File: config.mk
export PLATFORM = sky130hd
export DESIGN_NAME = conv_encoder_framer
export DESIGN_NICKNAME = d
export VERILOG_FILES = /design/src/rtl/viterbi_pkg.sv /design/src/rtl/conv_enc_core.sv /design/src/rtl/conv_encoder_framer.sv
export SDC_FILE = /design/constraint.sdc
export NUM_CORES = 1
export LEC_CHECK = 0
export ABC_AREA = 1
export BUFFER_PORTS_ARGS = -buffer_cell sky130_fd_sc_hd__buf_2
export CORE_ASPECT_RATIO = 1.25
export CORE_MARGIN = 5
export CORE_UTILIZATION = 58
export DETAILED_ROUTE_END_ITERATION = 6
export PLACE_DENSITY = 0.78
export SETUP_SLACK_MARGIN = 0.15
export SLEW_MARGIN = 20
export SYNTH_ARGS = -nofsm -noshare
export SYNTH_HDL_FRONTEND = slang
export SYNTH_SLANG_ARGS = --single-unit
File: constraint.sdc
create_clock -name clk -period 1.65 [get_ports clk]
set_input_delay 0.33 -clock clk [delete_from_list [all_inputs] [get_ports clk]]
set_output_delay 0.33 -clock clk [all_outputs]
set_load 0.02 [all_outputs]
File: src/rtl/viterbi_pkg.sv
// Shared constants and types for the convolutional encoder on the Viterbi link.
package viterbi_pkg;

  localparam int K             = 4;
  localparam int SR_W          = K - 1;
  localparam int TCNT_W        = $clog2(K);
  localparam int FRAME_LEN_DEF = 1024;

  // Bit K-1 of each generator taps the incoming bit.
  localparam logic [K-1:0] G0_DEF = 4'b1101;
  localparam logic [K-1:0] G1_DEF = 4'b1111;

  typedef enum logic [1:0] {
    IDLE,
    DATA,
    TAIL,
    DONE
  } enc_state_t;

  function automatic logic parity(input logic [K-1:0] full, input logic [K-1:0] gen);
    return ^(full & gen);
  endfunction

endpackage

File: src/rtl/conv_enc_core.sv
// Encoder shift register and generator parity trees; the symbol is combinational
// from the current bit and state, the register advances only on adv.
module conv_enc_core
  import viterbi_pkg::*;
#(
  parameter logic [K-1:0] G0 = G0_DEF,
  parameter logic [K-1:0] G1 = G1_DEF
) (
  input  logic       clk,
  input  logic       rst,
  input  logic       adv,
  input  logic       clr,
  input  logic       b,
  output logic [1:0] sym
);

  logic [SR_W-1:0] sr;
  logic [K-1:0]    full;

  assign full = {b, sr};
  assign sym  = {parity(full, G0), parity(full, G1)};

  always_ff @(posedge clk or negedge rst) begin
    if (!rst) begin
      sr <= '0;
    end else if (clr) begin
      sr <= '0;
    end else if (adv) begin
      sr <= {b, sr[SR_W-1:1]};
    end
  end

endmodule

File: src/rtl/conv_encoder_framer.sv
// Frames a serial bit stream into rate-1/2 coded symbols, zero-terminating each
// frame with K-1 tail bits so the decoder trellis ends in state 0.
//
// state | meaning
// IDLE  | waiting for start
// DATA  | accepting info bits, one symbol per accepted bit
// TAIL  | shifting in K-1 zeros, one symbol per cycle
// DONE  | clears the shift register, frame_done follows next cycle
module conv_encoder_framer
  import viterbi_pkg::*;
#(
  parameter int           FRAME_LEN = FRAME_LEN_DEF,
  parameter logic [K-1:0] G0        = G0_DEF,
  parameter logic [K-1:0] G1        = G1_DEF
) (
  input  logic       clk,
  input  logic       rst,
  input  logic       start,
  input  logic       in_valid,
  input  logic       in_bit,
  output logic       in_ready,
  output logic       out_valid,
  output logic [1:0] d_out,
  output logic       enc_enable,
  output logic       busy,
  output logic       frame_done
);

  localparam int                CNT_W     = $clog2(FRAME_LEN + 1);
  localparam logic [CNT_W-1:0]  CNT_LAST  = CNT_W'(FRAME_LEN - 1);
  localparam logic [TCNT_W-1:0] TCNT_LAST = TCNT_W'(K - 2);

  enc_state_t        state, state_nxt;
  logic [CNT_W-1:0]  cnt, cnt_nxt;
  logic [TCNT_W-1:0] tcnt, tcnt_nxt;
  logic              adv, clr, b;
  logic [1:0]        sym;

  conv_enc_core #(
    .G0(G0),
    .G1(G1)
  ) u_core (
    .clk(clk),
    .rst(rst),
    .adv(adv),
    .clr(clr),
    .b  (b),
    .sym(sym)
  );

  always_comb begin
    state_nxt = state;
    cnt_nxt   = cnt;
    tcnt_nxt  = tcnt;
    adv       = 1'b0;
    clr       = 1'b0;
    b         = 1'b0;
    in_ready  = 1'b0;
    case (state)
      IDLE: begin
        if (start) begin
          clr       = 1'b1;
          cnt_nxt   = '0;
          state_nxt = DATA;
        end
      end
      DATA: begin
        in_ready = 1'b1;
        if (in_valid) begin
          adv     = 1'b1;
          b       = in_bit;
          cnt_nxt = cnt + 1'b1;
          if (cnt == CNT_LAST) begin
            tcnt_nxt  = '0;
            state_nxt = TAIL;
          end
        end
      end
      TAIL: begin
        adv      = 1'b1;
        tcnt_nxt = tcnt + 1'b1;
        if (tcnt == TCNT_LAST) begin
          state_nxt = DONE;
        end
      end
      DONE: begin
        clr       = 1'b1;
        state_nxt = IDLE;
      end
      default: state_nxt = IDLE;
    endcase
  end

  // enc_enable latches on the first symbol and only drops after the last tail symbol.
  always_ff @(posedge clk or negedge rst) begin
    if (!rst) begin
      state      <= IDLE;
      cnt        <= '0;
      tcnt       <= '0;
      out_valid  <= 1'b0;
      d_out      <= 2'b00;
      enc_enable <= 1'b0;
      frame_done <= 1'b0;
    end else begin
      state      <= state_nxt;
      cnt        <= cnt_nxt;
      tcnt       <= tcnt_nxt;
      out_valid  <= adv;
      frame_done <= (state == DONE);
      if (adv) begin
        d_out      <= sym;
        enc_enable <= 1'b1;
      end else if (state == DONE) begin
        enc_enable <= 1'b0;
      end
    end
  end

  assign busy = (state != IDLE);

endmodule
# Word-level counts from Yosys, hierarchy flattened

Index checks and enable logic that the tools add are counted.
W data, S select, Z words.

Reductions and logical operators: 11
Muxes and demuxes: 22
Multiply operators: 0
$add $sub $neg: 2
Bitwise gates (word level): 0
Shift operators: 0
Eq/ne operators: 9
Divide/modulo/power cells: 0
$lt $le $gt $ge: 0

Operators with widths:

| cell                    | number |
|---|---|
| $mux W11                | 2 |
| $pmux W11 S2            | 1 |
| $mux W2                 | 6 |
| $add A11 B1 Y11 const B | 1 |
| $eq A11 B10 Y1 const B  | 1 |
| $reduce_bool A2 Y1      | 5 |
| $ne A2 B2 Y1 const B    | 4 |
| $pmux W2 S4             | 1 |
| $reduce_xor A4 Y1       | 2 |
| $mux W1                 | 7 |
| $eq A2 B2 Y1 const B    | 3 |
| $mux W3                 | 2 |
| $reduce_and A3 Y1       | 2 |
| $pmux W1 S2             | 2 |
| $pmux W2 S2             | 1 |
| $reduce_and A4 Y1       | 1 |
| $add A2 B1 Y2 const B   | 1 |
| $eq A2 B1 Y1 const B    | 1 |
| $logic_not A2 Y1        | 1 |

Bits in read-only memories: 0
Flip-flop bits (word level): 23
Memories: 0
Input bits: 5
Latch bits: 0
RAM bits: 0
Output and inout bits: 7

# Depth between registers and ports, before layout

Word-level depth: 4
Gate-level depth with buffers: 10

# Hierarchy

A second synthesis with hierarchy kept.

Cell total of the unflattened synthesis: 186
Area total of the unflattened synthesis: 1378.8 um^2

Modules (own cells, without submodules):

| module              | sequential area each (um^2) | instances | area each (um^2) | cells an instance |
|---|---|---|---|---|
| conv_encoder_framer | 500.5                       | 1         | 1167.4           | 153 |
| conv_enc_core       | 75.1                        | 1         | 211.5            | 33 |

# Worst setup path before layout

Ideal clock, no wire load.

Path type: flip-flop to flip-flop
Start point: register state[1]
End point: register cnt[6]
Setup time: 0.119 ns
Clock period less this slack: 1.599 ns
Arrival time: 1.480 ns
Stages on the path, launching flop included: 10
Path slack: 0.051 ns
Path through: dfrtp_1 -> inv_1 -> ha_1 -> buf_6 -> nor2_1 -> nor2_4 -> buf_6 -> nand3_1 -> nand2_1 -> nor2_1

Longest elaborated chain between the ends: 3

RTL lines:

| what                                                                       | RTL line                   | RTL |
|---|---|---|
| start: declaration                                                         | conv_encoder_framer.sv:33  | `enc_state_t state, state_nxt;` |
| start signal: assignment                                                   | conv_encoder_framer.sv:105 | `state <= state_nxt;` |
| $eq A2 B1 Y1 / $logic_not A2 Y1 (equally long branches)                    | conv_encoder_framer.sv:59  | `case (state)` |
| $ne A2 B2 Y1 (no source line) / $reduce_bool A2 Y1 (equally long branches) | -                          |  |
| $reduce_and A3 Y1 (no source line)                                         | -                          |  |
| end signal: assignment                                                     | conv_encoder_framer.sv:106 | `cnt <= cnt_nxt;` |
| end: declaration                                                           | conv_encoder_framer.sv:34  | `logic [CNT_W-1:0] cnt, cnt_nxt;` |

Several ways; a longest one is shown, not always the timed one.
A chain may end at the register's enable or synchronous reset.

# Worst setup path in the final report

Start point: register state[0]
End point: register cnt[5]

Same word-level chain as after synthesis.

==> impl_metrics.toml <==
[clock_tree]
cts_tree = "yes"
clk_pin_slew_ns = 0.13
cts_sinks = 23
clock_path_buffers = 2
h-tree-depth = 1
cts_buffers = 3
cts_root_buf = "clkbuf_4"
clk_latency_ns = 0.31

[worst_setup_path]
crit_type = "flop to flop"
path_cells = "buf_6, ha_4, nand2_4, nand2_4, nor2_4, clkbuf_16, nand4_1, o21ai_1"
end_kind = "flop"
crit_cells = 8
start_kind = "flop"
cpMaxStageDelayCell = "dfrtp_1"
rr_worst_depth = 8
arrival_ns = 1.80
cp.required_ns = 1.89
crit_path_start = "state[0]"
r2r-start = "state[0]"
cp.buffers_inverters = 2
path_max_fanout = 8
path_common_cell = "nand2_4"
crit_family = "flip-flops"
max_stage_delay_ns = 0.44

[floorplan]
dieArea_um2 = 3460
io_pins = 12
initial_core_util_pct = 61.8
row_count = 19
die_h_um = 64.6
core_um2 = 2230
die_x_um = 53.7

[global_routing]
grt_pass1_vias = 1232
use_met3_pct = 2.75
overflow = 0
grt_usage_pct = 19.3
antenna_found_initial = 0
grt_start_max_net_pins = 24
top_usage_layer = "met2"
met2_usage_pct = 33.7
grtUsageMet1_pct = 22.8
grt_pass1_wl_um = 5060

[detailed_routing]
vias_per_cell = 5.38
drc = 0
drt_wl_total_um = 3430
vias = 1308
avgRoutedWirePerCell_um = 14.1
drt_iter0_drc = 61
drtAntennaViolNets = 0
dr.pass1.iters = 4

[synthesis]
async_reset_ff_share_pct = 100
synth_compound_area_share_pct = 7.16
synthSimpleGateAreaFrac_pct = 34.1
synth_top_area_cell = "dfrtp_1"
ys_ff_latch = 23
synth_top_family_by_area = "simple AND/OR/NAND/NOR gates"
synthXorXnorAreaFrac_pct = 0.634
synth_nets = 195
seq_area_frac_synth_pct = 41.7
synth.avg_cell_area_um2 = 7.55
ys.flop_type = "dfrtp_1"
synth_edf_count = 0
yosysUniqueCellTypes = 22
muxShareOfSynthArea_pct = 0
yosys.cell_count.top_type = "nand2_1"
netlist_area_um2 = 1380
ys_top_cells_by_count = "nand2_1 (47), inv_1 (30), nand3_1 (25)"
synth_fa_ha_area_share_pct = 6.34
yosys_warnings = 0
yosys-top-cells-area = "dfrtp_1 (42%), nand2_1 (13%), nand3_1 (9.1%)"
netlist_instances = 183
synth.top_cell.area_share_pct = 41.7

[finish]
finalInstanceArea_um2 = 1760
fill_cells = 163
syn_to_final_growth_pct = 27.6
multi_input_area_um2 = 761
antennaDiodeCount = 0
seq_area_um2 = 576
drive_above_1_share_pct = 28.3
fin_nets = 225

[place]
dpl_cell_area_um2 = 1500
port_buffers = 11
hpwl_um = 2080
gp_congestion = 0.836

[sta]
fin_skew_ns = 0.00286
fin_crit_sh_pct = 94.5
slew_headroom_pct = 65.4
hold_viol = 0
setup_viol = 0
period_minus_slack_ns = 1.56
tns_ns = 0
tightestPinTransition_ns = 0.519
rsz0062_at_grt = "yes"
max_freq_ghz = 0.641
report.final.slew_viol_count = 0

[pwr]
p_per_area_nw_per_um2 = 1790
max-vdd-ir-drop_uv = 1380
p_comb_share_pct = 64.7
power_switching_mw = 1.41
clkPwrFrac_pct = 8.5
switching_share_pct = 44.7
p_int_mw = 1.74
p_leak_nw = 0.905
p_seq_share_pct = 26.8

[hold_path]
min_from = "in_bit"
hp-class = "input pin to flop"
whs_path_depth = 5

[status]
status = "finished, final reports clean"

[flow_run]
maxCapViolations = 0
state kept, by name, summed over array words and instances, names as in the netlist:
register and count:
enc_enable 1, out_valid 1, frame_done 1, u_core.sr 3
d_out 2, cnt 11, tcnt 2, state 2
power groups by stage:
stage,logic [mW],registers [mW],clock network (mW)
after global placement,1.28,0.829,0
after floorplan,0.950,0.885,0
after detailed placement,1.32,0.841,0
final,2.04,0.846,0.267
after CTS,1.53,0.833,0.274
after global routing,2.24,0.871,0.296
cells by family (layout without fill, tap and decap cells):
logic type	Yosys count	after routing
DFF	23	23
AOI/OAI and AO/OA	15	15
and+or+nand+nor	104	104
buffers and inverters	33	62
xor gates and xnor gates	1	1
adders and majority gates	7	7
layout make-up:
cell class              count  share of cell area [%]
multi-input cells         127                    43.2
flip-flops and latches     23                    32.6
repair buffers             27                    13.7
inverters                  31                    6.60
well taps                  31                    2.20
clock buffers               3                    1.28
clock inverters             1                   0.426
tightest hold or removal path: stages:
cell and delay, ns:
buf_2 0.09, inv_1 0.08, nor2_4 0.05, inv_1 0.09
o22ai_1 0.08
worst paths after layout:
| path | end | slack (ns) |
|---|---|---|
| setup / recovery | cnt[5] | 0.09 |
| max in group asynchronous | cnt[2] | 0.79 |
| hold reg to reg | d_out[1] | 0.50 |
| hold / removal | u_core.sr[2] | 0.44 |
| setup reg to reg | cnt[5] | 0.09 |
| min in group asynchronous | cnt[6] | 0.51 |
cells in the final DEF (no fill, tap or decap), drive strengths merged:
master,count
xor2,1
dlygate4sd3,1
o22ai,2
or2,1
nand2,51
buf,24
o21ai,8
dfrtp,23
ha,7
a21oi,4
clkinvlp,1
nand4,7
clkbuf,5
nand3,25
nor2,20
inv,31
o21bai,1
per-stage QoR:
step	hold WS (ns)	power, mW	setup slack (ns)	cells	utilization, %
floorplan	0.0344	1.83	0.169	183	-
global placement	0.325	2.11	0.111	228	67.2
CTS	0.333	2.63	0.127	235	71.6
finish	0.445	3.15	0.0907	243	78.9
global route	0.497	3.40	0.0543	243	78.9
detailed placement	0.331	2.16	0.0525	228	67.2
layer usage:
metal  share of wire [%]  vias up  wire length, um
li1                    -      638                -
met1                  40      614             1360
met2                  54       44             1850
met3                 3.4       12              115
met4                 3.1        0              108
met5                   0        -                0
timing repair:
action	4_1_cts	5_1_grt
resized for setup	10	22
hold endpoints to repair	23	0
pin swaps	2	10
setup buffers	2	6
endpoints found under the setup margin	15	20
gates cloned	0	2
hold buffers	1	0
(Power assumes the default switching activity.)
